## config.mk

```make
export PLATFORM = sky130hd
export DESIGN_NAME = fetch_dispatch_sequencer
export DESIGN_NICKNAME = d
export VERILOG_FILES = /design/src/rtl/fetch_dispatch_sequencer.sv
export SDC_FILE = /design/constraint.sdc
export NUM_CORES = 1
export LEC_CHECK = 0
export BUFFER_PORTS_ARGS = -buffer_cell sky130_fd_sc_hd__buf_2
export CAP_MARGIN = 20
export CORE_MARGIN = 1.5
export CORE_UTILIZATION = 55
export DETAILED_ROUTE_END_ITERATION = 10
export PLACE_DENSITY = 0.81
export SETUP_SLACK_MARGIN = 0.4
export SLEW_MARGIN = 0
export SYNTH_ARGS = -nofsm -noshare
export SYNTH_HDL_FRONTEND = slang
export SYNTH_HIERARCHICAL = 1
export SYNTH_SLANG_ARGS = --single-unit
```

## constraint.sdc

```tcl
create_clock -name i_clk -period 16 [get_ports i_clk]
set_input_delay 0.8 -clock i_clk [delete_from_list [all_inputs] [get_ports i_clk]]
set_output_delay 0.8 -clock i_clk [all_outputs]
set_load 0.02 [all_outputs]
```

## src/rtl/fetch_dispatch_sequencer.sv

```systemverilog
// In-order FETCH/DISPATCH command sequencer with per-side hazards on the shared buffer; enable 1 cycle after push when free.
// Backpressure: o_cmd_ready drops when the queue is full (registered count); a blocked head stalls every later command.

module fifo #(
    parameter int WIDTH = 8,
    parameter int DEPTH = 4
) (
    input  logic                   i_clk,
    input  logic                   i_reset_n,
    input  logic                   i_push,
    input  logic [WIDTH-1:0]       i_push_dat,
    input  logic                   i_pop,
    output logic [WIDTH-1:0]       o_head_dat,
    output logic [$clog2(DEPTH):0] o_count
);
    localparam int AW = $clog2(DEPTH);

    logic [WIDTH-1:0] mem_q [DEPTH];
    logic [AW-1:0]    wr_ptr_q;
    logic [AW-1:0]    rd_ptr_q;
    logic [AW:0]      count_q;
    logic             do_push;
    logic             do_pop;

    assign do_push    = i_push && (count_q != (AW+1)'(DEPTH));
    assign do_pop     = i_pop && (count_q != '0);
    assign o_head_dat = mem_q[rd_ptr_q];
    assign o_count    = count_q;

    always_ff @(posedge i_clk or negedge i_reset_n) begin
        if (!i_reset_n) begin
            wr_ptr_q <= '0;
            rd_ptr_q <= '0;
            count_q  <= '0;
        end else begin
            if (do_push) wr_ptr_q <= wr_ptr_q + AW'(1);
            if (do_pop)  rd_ptr_q <= rd_ptr_q + AW'(1);
            case ({do_push, do_pop})
                2'b10:   count_q <= count_q + (AW+1)'(1);
                2'b01:   count_q <= count_q - (AW+1)'(1);
                default: count_q <= count_q;
            endcase
        end
    end

    always_ff @(posedge i_clk) begin
        if (do_push) mem_q[wr_ptr_q] <= i_push_dat;
    end
endmodule

module fetch_dispatch_sequencer #(
    parameter int CMD_DEPTH      = 4,
    parameter int ADDR_WIDTH     = 25,
    parameter int LEN_WIDTH      = 16,
    parameter int TIMEOUT_CYCLES = 65535
) (
    input  logic                          i_clk,
    input  logic                          i_reset_n,
    input  logic                          i_cmd_valid,
    output logic                          o_cmd_ready,
    input  logic                          i_cmd_op,
    input  logic                          i_cmd_side,
    input  logic [ADDR_WIDTH-1:0]         i_cmd_fetch_addr,
    input  logic [LEN_WIDTH-1:0]          i_cmd_fetch_len,
    input  logic [15:0]                   i_cmd_tile_addr,
    input  logic [7:0]                    i_cmd_nv_cnt,
    input  logic [7:0]                    i_cmd_ugd_vec_size,
    input  logic                          i_cmd_man_4b,
    input  logic [23:0]                   i_cmd_col_en,
    input  logic [4:0]                    i_cmd_col_start,
    input  logic                          i_cmd_broadcast,
    output logic                          o_fetch_en,
    output logic [ADDR_WIDTH-1:0]         o_fetch_addr,
    output logic [LEN_WIDTH-1:0]          o_fetch_len,
    output logic                          o_fetch_target,
    input  logic                          i_fetch_done,
    output logic                          o_disp_en,
    output logic [15:0]                   o_disp_tile_addr,
    output logic [7:0]                    o_disp_man_nv_cnt,
    output logic [7:0]                    o_disp_ugd_vec_size,
    output logic                          o_disp_man_4b,
    output logic [23:0]                   o_disp_col_en,
    output logic [4:0]                    o_disp_col_start,
    output logic                          o_disp_right,
    output logic                          o_disp_broadcast,
    input  logic                          i_disp_done,
    output logic                          o_fetch_busy,
    output logic                          o_disp_busy,
    output logic                          o_idle,
    output logic [$clog2(CMD_DEPTH):0]    o_cmd_count,
    output logic [1:0]                    o_err_timeout,
    input  logic                          i_err_clr
);
    localparam int CW = $clog2(CMD_DEPTH) + 1;
    localparam int TW = (TIMEOUT_CYCLES > 1) ? $clog2(TIMEOUT_CYCLES + 1) : 1;
    localparam logic [TW-1:0] TO_LAST = (TIMEOUT_CYCLES > 0) ? TW'(TIMEOUT_CYCLES - 1) : '0;

    typedef struct packed {
        logic                  op;
        logic                  side;
        logic [ADDR_WIDTH-1:0] fetch_addr;
        logic [LEN_WIDTH-1:0]  fetch_len;
        logic [15:0]           tile_addr;
        logic [7:0]            nv_cnt;
        logic [7:0]            ugd_vec_size;
        logic                  man_4b;
        logic [23:0]           col_en;
        logic [4:0]            col_start;
        logic                  broadcast;
    } cmd_t;

    typedef enum logic {ENG_IDLE, ENG_BUSY} eng_state_e;

    cmd_t            in_cmd;
    cmd_t            fifo_head;
    cmd_t            head_cmd;
    logic [CW-1:0]   count;
    logic            q_empty;
    logic            push;
    logic            head_vld;
    logic            fifo_push;
    logic            fifo_pop;

    eng_state_e      fetch_state_q;
    eng_state_e      disp_state_q;
    logic [TW-1:0]   fetch_cnt_q;
    logic [TW-1:0]   disp_cnt_q;
    logic            fetch_en_q;
    logic            disp_en_q;
    logic [ADDR_WIDTH-1:0] fetch_addr_q;
    logic [LEN_WIDTH-1:0]  fetch_len_q;
    logic            fetch_target_q;
    logic [15:0]     disp_tile_q;
    logic [7:0]      disp_nv_q;
    logic [7:0]      disp_ugd_q;
    logic            disp_man_q;
    logic [23:0]     disp_col_en_q;
    logic [4:0]      disp_col_start_q;
    logic            disp_right_q;
    logic            disp_bc_q;
    logic [1:0]      err_q;

    logic            fetch_busy;
    logic            disp_busy;
    logic            fetch_done_eff;
    logic            disp_done_eff;
    logic            fetch_out;
    logic            disp_out;
    logic            fetch_expire;
    logic            disp_expire;
    logic            issue_fetch;
    logic            issue_disp;

    assign in_cmd = '{op: i_cmd_op, side: i_cmd_side, fetch_addr: i_cmd_fetch_addr,
                      fetch_len: i_cmd_fetch_len, tile_addr: i_cmd_tile_addr,
                      nv_cnt: i_cmd_nv_cnt, ugd_vec_size: i_cmd_ugd_vec_size,
                      man_4b: i_cmd_man_4b, col_en: i_cmd_col_en,
                      col_start: i_cmd_col_start, broadcast: i_cmd_broadcast};

    fifo #(
        .WIDTH ($bits(cmd_t)),
        .DEPTH (CMD_DEPTH)
    ) u_cmd_q (
        .i_clk      (i_clk),
        .i_reset_n  (i_reset_n),
        .i_push     (fifo_push),
        .i_push_dat (in_cmd),
        .i_pop      (fifo_pop),
        .o_head_dat (fifo_head),
        .o_count    (count)
    );

    assign q_empty     = (count == '0);
    assign o_cmd_ready = (count != CW'(CMD_DEPTH));
    assign push        = i_cmd_valid && o_cmd_ready;

    // An empty queue presents the incoming command as head so it can issue in the push cycle.
    assign head_vld = !q_empty || push;
    assign head_cmd = q_empty ? in_cmd : fifo_head;

    assign fetch_busy     = (fetch_state_q == ENG_BUSY);
    assign disp_busy      = (disp_state_q == ENG_BUSY);
    assign fetch_done_eff = fetch_busy && !fetch_en_q && i_fetch_done;
    assign disp_done_eff  = disp_busy && !disp_en_q && i_disp_done;
    assign fetch_out      = fetch_busy && !fetch_done_eff;
    assign disp_out       = disp_busy && !disp_done_eff;
    assign fetch_expire   = (TIMEOUT_CYCLES != 0) && fetch_out && (fetch_cnt_q == TO_LAST);
    assign disp_expire    = (TIMEOUT_CYCLES != 0) && disp_out && (disp_cnt_q == TO_LAST);

    assign issue_fetch = head_vld && !head_cmd.op && !fetch_out &&
                         !(disp_out && (disp_right_q == head_cmd.side));
    assign issue_disp  = head_vld && head_cmd.op && !disp_out &&
                         !(fetch_out && (fetch_target_q == head_cmd.side));

    assign fifo_push = push && !(q_empty && (issue_fetch || issue_disp));
    assign fifo_pop  = !q_empty && (issue_fetch || issue_disp);

    always_ff @(posedge i_clk or negedge i_reset_n) begin
        if (!i_reset_n) begin
            fetch_state_q  <= ENG_IDLE;
            fetch_en_q     <= 1'b0;
            fetch_cnt_q    <= '0;
            fetch_addr_q   <= '0;
            fetch_len_q    <= '0;
            fetch_target_q <= 1'b0;
        end else begin
            fetch_en_q <= issue_fetch;
            if (issue_fetch) begin
                fetch_state_q  <= ENG_BUSY;
                fetch_cnt_q    <= '0;
                fetch_addr_q   <= head_cmd.fetch_addr;
                fetch_len_q    <= head_cmd.fetch_len;
                fetch_target_q <= head_cmd.side;
            end else if (fetch_busy) begin
                fetch_cnt_q <= fetch_cnt_q + TW'(1);
                if (fetch_done_eff || fetch_expire) fetch_state_q <= ENG_IDLE;
            end
        end
    end

    always_ff @(posedge i_clk or negedge i_reset_n) begin
        if (!i_reset_n) begin
            disp_state_q     <= ENG_IDLE;
            disp_en_q        <= 1'b0;
            disp_cnt_q       <= '0;
            disp_tile_q      <= '0;
            disp_nv_q        <= '0;
            disp_ugd_q       <= '0;
            disp_man_q       <= 1'b0;
            disp_col_en_q    <= '0;
            disp_col_start_q <= '0;
            disp_right_q     <= 1'b0;
            disp_bc_q        <= 1'b0;
        end else begin
            disp_en_q <= issue_disp;
            if (issue_disp) begin
                disp_state_q     <= ENG_BUSY;
                disp_cnt_q       <= '0;
                disp_tile_q      <= head_cmd.tile_addr;
                disp_nv_q        <= head_cmd.nv_cnt;
                disp_ugd_q       <= head_cmd.ugd_vec_size;
                disp_man_q       <= head_cmd.man_4b;
                disp_col_en_q    <= head_cmd.col_en;
                disp_col_start_q <= head_cmd.col_start;
                disp_right_q     <= head_cmd.side;
                disp_bc_q        <= head_cmd.broadcast;
            end else if (disp_busy) begin
                disp_cnt_q <= disp_cnt_q + TW'(1);
                if (disp_done_eff || disp_expire) disp_state_q <= ENG_IDLE;
            end
        end
    end

    // A timeout in the clear cycle wins so the event is never lost.
    always_ff @(posedge i_clk or negedge i_reset_n) begin
        if (!i_reset_n) begin
            err_q <= 2'b00;
        end else begin
            err_q <= (i_err_clr ? 2'b00 : err_q) | {disp_expire, fetch_expire};
        end
    end

    assign o_fetch_en          = fetch_en_q;
    assign o_fetch_addr        = fetch_addr_q;
    assign o_fetch_len         = fetch_len_q;
    assign o_fetch_target      = fetch_target_q;
    assign o_disp_en           = disp_en_q;
    assign o_disp_tile_addr    = disp_tile_q;
    assign o_disp_man_nv_cnt   = disp_nv_q;
    assign o_disp_ugd_vec_size = disp_ugd_q;
    assign o_disp_man_4b       = disp_man_q;
    assign o_disp_col_en       = disp_col_en_q;
    assign o_disp_col_start    = disp_col_start_q;
    assign o_disp_right        = disp_right_q;
    assign o_disp_broadcast    = disp_bc_q;
    assign o_fetch_busy        = fetch_busy;
    assign o_disp_busy         = disp_busy;
    assign o_idle              = q_empty && !fetch_busy && !disp_busy;
    assign o_cmd_count         = count;
    assign o_err_timeout       = err_q;
endmodule

```

==> flow_summary.html, run 1 <==
<table>
<tr><th>Metric</th><th>Value</th></tr>
<tr><th colspan="2">Floorplanning</th></tr>
<tr><td>Full die area</td><td>0.0422 mm^2</td></tr>
<tr><td>Initial standard-cell utilization of the core</td><td>56.2%</td></tr>
<tr><td>Number of placed I/O pins</td><td>229</td></tr>
<tr><td>Horizontal die dimension</td><td>205 um</td></tr>
<tr><td>Count of standard-cell rows</td><td>73</td></tr>
<tr><td>Chip Height</td><td>205 um</td></tr>
<tr><td>Core box area</td><td>0.0401 mm^2</td></tr>
<tr><th colspan="2">Critical path</th></tr>
<tr><td>Largest delay contributor family on the critical path</td><td>buffers and inverters</td></tr>
<tr><td>Slowest cell on crit path</td><td>sky130_fd_sc_hd__dfrtp_4</td></tr>
<tr><td>Worst path buffer plus inverter count</td><td>2</td></tr>
<tr><td>Critical path's largest stage delay</td><td>0.92 ns</td></tr>
<tr><td>Arrival time of data at the critical path endpoint</td><td>5.66 ns</td></tr>
<tr><td>Most common cell type on the critical path</td><td>sky130_fd_sc_hd__buf_4</td></tr>
<tr><td>Critical path depth</td><td>10</td></tr>
<tr><td>Required time at the endpoint of the critical path</td><td>16.20 ns</td></tr>
<tr><td>Critical Path Sink Type</td><td>register</td></tr>
<tr><td>Critical-path maximum fanout</td><td>74</td></tr>
<tr><td>Worst r2r path cells</td><td>10</td></tr>
<tr><td>Start-to-end type of the worst setup path</td><td>register to register</td></tr>
<tr><td>Ordered cell list for the critical path</td><td>mux4_2 -&gt; o31a_1 -&gt; or2_1 -&gt; o211ai_4 -&gt; buf_4 -&gt; nand2_1 -&gt; a21oi_1 -&gt; a21boi_1 -&gt; and2_4 -&gt; buf_4</td></tr>
<tr><td>Setup crit start kind</td><td>register</td></tr>
<tr><th colspan="2">Routing</th></tr>
<tr><td>Detail Route Antenna Nets</td><td>0</td></tr>
<tr><td>Drt initial violations</td><td>868</td></tr>
<tr><td>Wirelength per Cell</td><td>22.2 um</td></tr>
<tr><td>First-pass detailed-route iteration total</td><td>5</td></tr>
<tr><td># DRC</td><td>0</td></tr>
<tr><td>Vias after detailed routing</td><td>11800</td></tr>
<tr><td>Overall routed net length</td><td>46100 um</td></tr>
<tr><td>Vias/cell</td><td>5.69</td></tr>
<tr><th colspan="2">STA</th></tr>
<tr><td>Smallest hold slack</td><td>0.228 ns</td></tr>
<tr><td>Peak Freq</td><td>183 MHz</td></tr>
<tr><td>Transition time at the pin with the least slew margin</td><td>1.05 ns</td></tr>
<tr><td>RSZ-0062 raised after global routing</td><td>no</td></tr>
<tr><td>Share of the clock period used by the worst path after layout</td><td>34.1%</td></tr>
<tr><td>Number of endpoints failing setup at the final stage</td><td>0</td></tr>
<tr><td>Count of endpoints failing hold in the final timing report</td><td>0</td></tr>
<tr><td>Final clock skew</td><td>0.0175 ns</td></tr>
<tr><td>Headroom to the max-slew limit</td><td>29.8%</td></tr>
<tr><td>Number of slew-limit violations in the final report</td><td>0</td></tr>
<tr><td>Minimum period implied by the final worst setup slack</td><td>5.46 ns</td></tr>
<tr><td>Setup TNS after final layout</td><td>0 ns</td></tr>
<tr><th colspan="2">Global route</th></tr>
<tr><td>Global-route usage over all layers</td><td>22.4%</td></tr>
<tr><td>Most heavily used metal layer in global routing</td><td>met2</td></tr>
<tr><td>Via count of the first global-routing pass</td><td>12300</td></tr>
<tr><td>Pin count of the biggest net entering global routing</td><td>107</td></tr>
<tr><td>Antenna violations before repair</td><td>13</td></tr>
<tr><td>Fraction of met1 tracks used by global routing</td><td>30.0%</td></tr>
<tr><td>Overflow left after global routing</td><td>0</td></tr>
<tr><td>Met3 track demand over resource in global routing</td><td>4.34%</td></tr>
<tr><td>Global-route wire length before repair</td><td>70900 um</td></tr>
<tr><td>Met2 usage</td><td>37.3%</td></tr>
<tr><th colspan="2">Layout</th></tr>
<tr><td>Share of cells above drive strength 1</td><td>29.2%</td></tr>
<tr><td>Multi-input gate area</td><td>0.00561 mm^2</td></tr>
<tr><td>Area used by sequential logic in the layout</td><td>0.0165 mm^2</td></tr>
<tr><td>Share of the core filled with cells</td><td>64.7%</td></tr>
<tr><td>Final instance area</td><td>0.0259 mm^2</td></tr>
<tr><td>Area growth from synthesis to final layout</td><td>15.1%</td></tr>
<tr><td>Fill cell total of the finished layout</td><td>2689</td></tr>
<tr><td>Number of nets at the end of the flow</td><td>1612</td></tr>
<tr><th colspan="2">CTS</th></tr>
<tr><td>Maximum buffer depth of the clock tree</td><td>3</td></tr>
<tr><td>Reg clk slew, reported paths</td><td>0.06 ns</td></tr>
<tr><td>Post-CTS resize count</td><td>0</td></tr>
<tr><td>Number of CTS-inserted buffers</td><td>57</td></tr>
<tr><td>Sinks on the clock net</td><td>575</td></tr>
<tr><td>Clock root buffer master</td><td>sky130_fd_sc_hd__clkbuf_16</td></tr>
<tr><td>Later-pin clock latency in the skew report</td><td>0.60 ns</td></tr>
<tr><td>Setup fix buffers added after clock tree synthesis</td><td>0</td></tr>
<tr><td>Hold-fix buffers, CTS</td><td>0</td></tr>
<tr><td>TritonCTS clock tree</td><td>built</td></tr>
<tr><td>Number of levels the H-tree was split into</td><td>2</td></tr>
<tr><th colspan="2">Logic synthesis</th></tr>
<tr><td>Yosys top cell area share</td><td>56.5%</td></tr>
<tr><td>Yosys cell types</td><td>50</td></tr>
<tr><td>Number of instances in the synthesized netlist</td><td>1256</td></tr>
<tr><td>Number of enable-type register cells in the synthesized netlist</td><td>424</td></tr>
<tr><td>Most used flip-flop cell after synthesis</td><td>sky130_fd_sc_hd__edfxtp_1</td></tr>
<tr><td>Number of warnings printed during yosys synthesis</td><td>6</td></tr>
<tr><td>Share of synthesized flip-flops with an asynchronous set or reset</td><td>26.3%</td></tr>
<tr><td>Avg Cell Area, Syn</td><td>17.9 um^2</td></tr>
<tr><td>Post-synthesis net count</td><td>1378</td></tr>
<tr><td>Mapped cell area</td><td>0.0225 mm^2</td></tr>
<tr><td>Post-synth top area cell</td><td>sky130_fd_sc_hd__edfxtp_1</td></tr>
<tr><td>Dominant cells by area after synthesis</td><td>sky130_fd_sc_hd__edfxtp_1 (57%), sky130_fd_sc_hd__dfrtp_1 (17%), sky130_fd_sc_hd__mux4_2 (11%)</td></tr>
<tr><td>Portion of the post-synthesis area used by sequential elements</td><td>73.3%</td></tr>
<tr><td>Number of flip-flops and latches in the synthesized netlist</td><td>575</td></tr>
<tr><th colspan="2">Outcome</th></tr>
<tr><td>Run status</td><td>complete, no violations</td></tr>
<tr><th colspan="2">Pwr</th></tr>
<tr><td>Overall power</td><td>5.29 mW</td></tr>
<tr><td>Highest ir drop seen on vdd</td><td>0.130 mV</td></tr>
<tr><td>Power per unit of standard cell area</td><td>204 mW/mm^2</td></tr>
<tr><td>Reported leakage power</td><td>9.51 nW</td></tr>
<tr><th colspan="2">Placed design</th></tr>
<tr><td>Detail Placement HPWL</td><td>27100 um</td></tr>
<tr><td>Standard cell area after detailed placement</td><td>0.0241 mm^2</td></tr>
<tr><td>Weighted congestion reported at the end of routability-driven placement</td><td>0.807</td></tr>
<tr><td>Number of input and output port buffers inserted</td><td>228</td></tr>
<tr><th colspan="2">Worst hold path</th></tr>
<tr><td>Path type of the worst min-delay path</td><td>input pin to async pin</td></tr>
<tr><th colspan="2">Job</th></tr>
<tr><td>Count of maximum capacitance violations</td><td>0</td></tr>
</table>
## power breakdown
group	switching, mW	total, mW	internal [mW]
clock network	0.535	1.27	0.734
registers	0.206	2.25	2.04
logic	1.07	1.77	0.698
## registers in the layout, indices dropped and copies added (netlist names), 8 cells and up
register             cells
o_disp_ugd_vec_size      8
o_fetch_len             16
o_disp_col_en           24
u_cmd_q/mem_q          424
fetch_cnt_q             16
o_fetch_addr            25
disp_cnt_q              16
o_disp_tile_addr        16
o_disp_man_nv_cnt        8
## metrics by stage
step / setup WS (ns) / instances
finish: 10.54 / 2072
global route: 10.14 / 2069
CTS: 10.47 / 2063
detailed placement: 10.49 / 1955
global placement: 10.58 / 1955
floorplan: 8.07 / 1256
## per-layer routing
layer  part of all wire [%]  vias up
li1                       -     5318
met1                     42     6095
met2                     50      304
met3                    5.3       70
met4                    2.2       10
met5                   0.13        -
## worst paths after layout
path / start / end / slack [ns]
min reg2reg: o_fetch_addr[24]$_DFFE_PN0N_ / o_fetch_addr[24]$_DFFE_PN0N_ / 0.48
min: i_reset_n / o_fetch_len[11]$_DFFE_PN0N_ / 0.23
min in group i_clk: i_err_clr / o_err_timeout[0]$_DFF_PN0_ / 0.41
max: u_cmd_q/rd_ptr_q[1]$_DFFE_PN0P_ / u_cmd_q/mem_q[2][14]$_DFFE_PP_ / 10.54
max in group asynchronous: i_reset_n / o_disp_col_en[10]$_DFFE_PN0N_ / 14.53
max reg2reg: u_cmd_q/rd_ptr_q[1]$_DFFE_PN0P_ / u_cmd_q/mem_q[2][14]$_DFFE_PP_ / 10.54
## synth_stat cells, types with 11 or more instances
cell type,instances
sky130_fd_sc_hd__nor2_1,36
sky130_fd_sc_hd__nand3_1,13
sky130_fd_sc_hd__mux4_2,106
sky130_fd_sc_hd__nand2_1,125
sky130_fd_sc_hd__edfxtp_1,424
sky130_fd_sc_hd__clkbuf_1,27
sky130_fd_sc_hd__o21ai_1,61
sky130_fd_sc_hd__xnor2_1,13
sky130_fd_sc_hd__buf_6,14
sky130_fd_sc_hd__inv_1,11
sky130_fd_sc_hd__dfrtp_1,151
sky130_fd_sc_hd__o21ai_0,39
sky130_fd_sc_hd__mux2i_1,105
sky130_fd_sc_hd__xor2_1,19
sky130_fd_sc_hd__buf_2,21
## cells by family after synthesis
logic type,Yosys count,synth area share (%)
buffers and inverters,80,2.01
AO/OA/AOI/OAI,133,3.41
adder cells (fa/ha/maj),10,0.589
AND/OR/NAND/NOR,214,4.16
multiplexers,212,15.3
XOR/XNOR,32,1.24
flip-flops,575,73.3
## area by class of cell
class,instances,share of cell area [%]
tap,525,2.53
sequential,575,63.7
clock inverter,19,0.555
timing repair buffer,242,4.96
clock buffer,89,6.32
inverter,13,0.198
multi-input combinational,601,21.6
antenna,8,0.0772
## cell usage in the layout, fill, tap and decap left out, types with 4 or more instances in the layout
cell,netlist,layout
sky130_fd_sc_hd__clkbuf_8,0,5
sky130_fd_sc_hd__dfrtp_1,151,149
sky130_fd_sc_hd__mux4_2,106,106
sky130_fd_sc_hd__mux2i_1,105,105
sky130_fd_sc_hd__diode_2,0,8
sky130_fd_sc_hd__buf_2,21,227
sky130_fd_sc_hd__o21ai_2,10,10
sky130_fd_sc_hd__clkbuf_16,0,59
sky130_fd_sc_hd__nor2_1,36,36
sky130_fd_sc_hd__clkbuf_1,27,25
sky130_fd_sc_hd__inv_1,11,11
sky130_fd_sc_hd__nand4_1,10,10
sky130_fd_sc_hd__or3_1,4,4
sky130_fd_sc_hd__o21ai_1,61,61
sky130_fd_sc_hd__a21oi_1,7,6
sky130_fd_sc_hd__ha_1,9,9
sky130_fd_sc_hd__nand3_1,13,13
sky130_fd_sc_hd__nand2_1,125,125
sky130_fd_sc_hd__clkinv_1,0,6
sky130_fd_sc_hd__edfxtp_1,424,424
sky130_fd_sc_hd__o21ai_0,39,39
sky130_fd_sc_hd__clkinv_2,0,9
sky130_fd_sc_hd__xor2_1,19,19
sky130_fd_sc_hd__buf_4,2,12
sky130_fd_sc_hd__xnor2_1,13,13
## worst register-to-register path, delay by kind of cell (launching register included)
family | cells | cell delay (ns)
flip-flops | 1 | 0.92
AND/OR/NAND/NOR | 3 | 1.06
AO/OA/AOI/OAI | 4 | 1.05
buffers and inverters | 2 | 1.54
multiplexers | 1 | 0.42
No activity file was read; power rests on OpenSTA's default activity.
==> run 2, diff against run 1 <==
- CORE_UTILIZATION: 55 -> 53
- PLACE_DENSITY: 0.81 -> 0.82
- clock period: 16 -> 5.01 ns (I/O delays scaled with it)
==> flow_summary.html, run 2 (synthesis gave the netlist of run 1 again) <==
<table>
<tr><th>Metric</th><th>Value</th></tr>
<tr><th colspan="2">Floorplanning</th></tr>
<tr><td>Chip Height</td><td>209 um</td></tr>
<tr><td>Number of placed I/O pins</td><td>229</td></tr>
<tr><td>Count of standard-cell rows</td><td>75</td></tr>
<tr><td>Initial standard-cell utilization of the core</td><td>53.7%</td></tr>
<tr><td>Core box area</td><td>0.0419 mm^2</td></tr>
<tr><td>Full die area</td><td>0.0438 mm^2</td></tr>
<tr><td>Horizontal die dimension</td><td>209 um</td></tr>
<tr><th colspan="2">CTS</th></tr>
<tr><td>Number of CTS-inserted buffers</td><td>57</td></tr>
<tr><td>Clock root buffer master</td><td>sky130_fd_sc_hd__clkbuf_16</td></tr>
<tr><td>Sinks on the clock net</td><td>575</td></tr>
<tr><td>Setup fix buffers added after clock tree synthesis</td><td>0</td></tr>
<tr><td>TritonCTS clock tree</td><td>built</td></tr>
<tr><td>Number of levels the H-tree was split into</td><td>2</td></tr>
<tr><td>Reg clk slew, reported paths</td><td>0.06 ns</td></tr>
<tr><td>Later-pin clock latency in the skew report</td><td>0.59 ns</td></tr>
<tr><td>Maximum buffer depth of the clock tree</td><td>3</td></tr>
<tr><th colspan="2">Routing</th></tr>
<tr><td>Vias/cell</td><td>5.69</td></tr>
<tr><td>Wirelength per Cell</td><td>22.2 um</td></tr>
<tr><td># DRC</td><td>0</td></tr>
<tr><td>Overall routed net length</td><td>48700 um</td></tr>
<tr><td>Vias after detailed routing</td><td>12500</td></tr>
<tr><td>Drt initial violations</td><td>1053</td></tr>
<tr><td>Detail Route Antenna Nets</td><td>0</td></tr>
<tr><td>First-pass detailed-route iteration total</td><td>6</td></tr>
<tr><th colspan="2">Placed design</th></tr>
<tr><td>Post-Place Worst Slack</td><td>1.15 ns</td></tr>
<tr><td>Placed insts</td><td>1973</td></tr>
<tr><td>Number of input and output port buffers inserted</td><td>228</td></tr>
<tr><td>Standard cell area after detailed placement</td><td>0.0242 mm^2</td></tr>
<tr><td>Detail Placement HPWL</td><td>26500 um</td></tr>
<tr><td>Weighted congestion reported at the end of routability-driven placement</td><td>0.761</td></tr>
<tr><th colspan="2">Layout</th></tr>
<tr><td>Share of the core filled with cells</td><td>65.3%</td></tr>
<tr><td>Number of flip-flops under the largest register name</td><td>424</td></tr>
<tr><td>Final instance area</td><td>0.0274 mm^2</td></tr>
<tr><td>Final instance count without filler cells</td><td>2190</td></tr>
<tr><td>Most common library cell in the layout ignoring fill and taps</td><td>sky130_fd_sc_hd__edfxtp_1</td></tr>
<tr><td>Top library cells by usage in the layout, fill and taps aside</td><td>sky130_fd_sc_hd__edfxtp_1 (424), sky130_fd_sc_hd__buf_2 (227), sky130_fd_sc_hd__dfrtp_1 (149)</td></tr>
<tr><td>Most flops, register</td><td>u_cmd_q/mem_q</td></tr>
<tr><td>Fill cell total of the finished layout</td><td>2703</td></tr>
<tr><td>Share of cells above drive strength 1</td><td>28.4%</td></tr>
<tr><td>Area growth from synthesis to final layout</td><td>21.7%</td></tr>
<tr><td>Number of nets at the end of the flow</td><td>1724</td></tr>
<tr><th colspan="2">Global route</th></tr>
<tr><td>Global-route usage over all layers</td><td>22.8%</td></tr>
<tr><td>Pin count of the biggest net entering global routing</td><td>107</td></tr>
<tr><td>Overflow left after global routing</td><td>0</td></tr>
<tr><td>Global-route wire length before repair</td><td>75800 um</td></tr>
<tr><td>Antenna violations before repair</td><td>3</td></tr>
<tr><td>Via count of the first global-routing pass</td><td>13200</td></tr>
<tr><th colspan="2">Critical path</th></tr>
<tr><td>Arrival time of data at the critical path endpoint</td><td>4.22 ns</td></tr>
<tr><td>Critical Path Sink Type</td><td>register</td></tr>
<tr><td>Required time at the endpoint of the critical path</td><td>5.28 ns</td></tr>
<tr><td>Start-to-end type of the worst setup path</td><td>register to register</td></tr>
<tr><td>Setup crit start kind</td><td>register</td></tr>
<tr><td>Critical-path maximum fanout</td><td>41</td></tr>
<tr><th colspan="2">Pwr</th></tr>
<tr><td>Overall power</td><td>17.8 mW</td></tr>
<tr><td>Power per unit of standard cell area</td><td>649 mW/mm^2</td></tr>
<tr><td>Highest ir drop seen on vdd</td><td>0.521 mV</td></tr>
<tr><td>Reported leakage power</td><td>10.2 nW</td></tr>
<tr><th colspan="2">STA</th></tr>
<tr><td>Transition time at the pin with the least slew margin</td><td>1.09 ns</td></tr>
<tr><td>Count of endpoints failing hold in the final timing report</td><td>0</td></tr>
<tr><td>Share of the clock period used by the worst path after layout</td><td>78.9%</td></tr>
<tr><td>Headroom to the max-slew limit</td><td>27.3%</td></tr>
<tr><td>Number of endpoints failing setup at the final stage</td><td>0</td></tr>
<tr><td>Smallest hold slack</td><td>0.0966 ns</td></tr>
<tr><td>Peak Freq</td><td>253 MHz</td></tr>
<tr><td>RSZ-0062 raised after global routing</td><td>no</td></tr>
<tr><td>Worst Slack Setup Final</td><td>1.06 ns</td></tr>
<tr><td>Minimum period implied by the final worst setup slack</td><td>3.95 ns</td></tr>
<tr><td>Final clock skew</td><td>0.0128 ns</td></tr>
<tr><td>Number of slew-limit violations in the final report</td><td>0</td></tr>
<tr><td>Setup TNS after final layout</td><td>0 ns</td></tr>
<tr><th colspan="2">Worst hold path</th></tr>
<tr><td>Path type of the worst min-delay path</td><td>input pin to register</td></tr>
<tr><th colspan="2">Job</th></tr>
<tr><td>Count of maximum capacitance violations</td><td>0</td></tr>
<tr><th colspan="2">Outcome</th></tr>
<tr><td>Run status</td><td>complete, no violations</td></tr>
</table>
run 2: changes by cell type in the layout (fill, tap and decap cells not counted), sizes merged:
cell / change
dlygate4sd3: +108
clkbuf: -25
bufinv: +13
clkinv: +9
diode: -5
buf: +4
run 2: cell type report:
cell class / instances / area [um^2] / share of cell area [%]
flip-flops and latches: 575 / 16500 / 60.3
multi-input cells: 601 / 5610 / 20.5
repair buffers: 354 / 2470 / 9.02
clock buffers: 64 / 1490 / 5.45
well taps: 539 / 674 / 2.46
clock inverters: 41 / 586 / 2.14
inverters: 13 / 51.3 / 0.187
diodes: 3 / 7.51 / 0.0274
run 2: layer usage:
layer / global-route usage (%) / share of wire [%]
met4: 8.45 / 2.5
met5: 0 / 0
met2: 38.5 / 52
met1: 30.4 / 41
met3: 3.32 / 4.9
run 2: critical path: stages (launching register included):
cell and delay (ns):
sky130_fd_sc_hd__dfrtp_4 0.40, sky130_fd_sc_hd__buf_4 0.49, sky130_fd_sc_hd__mux4_2 0.42, sky130_fd_sc_hd__o31ai_1 0.13, sky130_fd_sc_hd__a221oi_2 0.15, sky130_fd_sc_hd__o211ai_4 0.10, sky130_fd_sc_hd__nand2_1 0.10, sky130_fd_sc_hd__a21oi_1 0.20
sky130_fd_sc_hd__a21boi_1 0.49, sky130_fd_sc_hd__and2_4 0.69, sky130_fd_sc_hd__buf_4 0.40
run 2: final timing paths:
path | start | endpoint | slack, ns | cells after the start
setup reg to reg | u_cmd_q/rd_ptr_q[1]$_DFFE_PN0P_ | u_cmd_q/mem_q[2][38]$_DFFE_PP_ | 1.06 | 10
min in group asynchronous | i_reset_n | o_fetch_addr[8]$_DFFE_PN0N_ | 0.28 | 2
hold / removal | i_fetch_done | o_err_timeout[0]$_DFF_PN0_ | 0.1 | 4
max in group asynchronous | i_reset_n | o_disp_man_nv_cnt[4]$_DFFE_PN0N_ | 3.47 | 3
setup / recovery | u_cmd_q/rd_ptr_q[1]$_DFFE_PN0P_ | u_cmd_q/mem_q[2][38]$_DFFE_PP_ | 1.06 | 10
hold reg to reg | o_fetch_len[8]$_DFFE_PN0N_ | o_fetch_len[8]$_DFFE_PN0N_ | 0.48 | 2
run 2: power breakdown:
group	total [mW]	internal (mW)	switching (mW)
Clock	4.70	2.91	1.79
Combinational	6.04	2.37	3.67
Sequential	7.06	6.50	0.557
run 2: timing repair:
action	CTS	global route
endpoints found under the setup margin	0	0
hold endpoints to repair	556	0
gates resized for setup	0	0
hold buffers	108	0
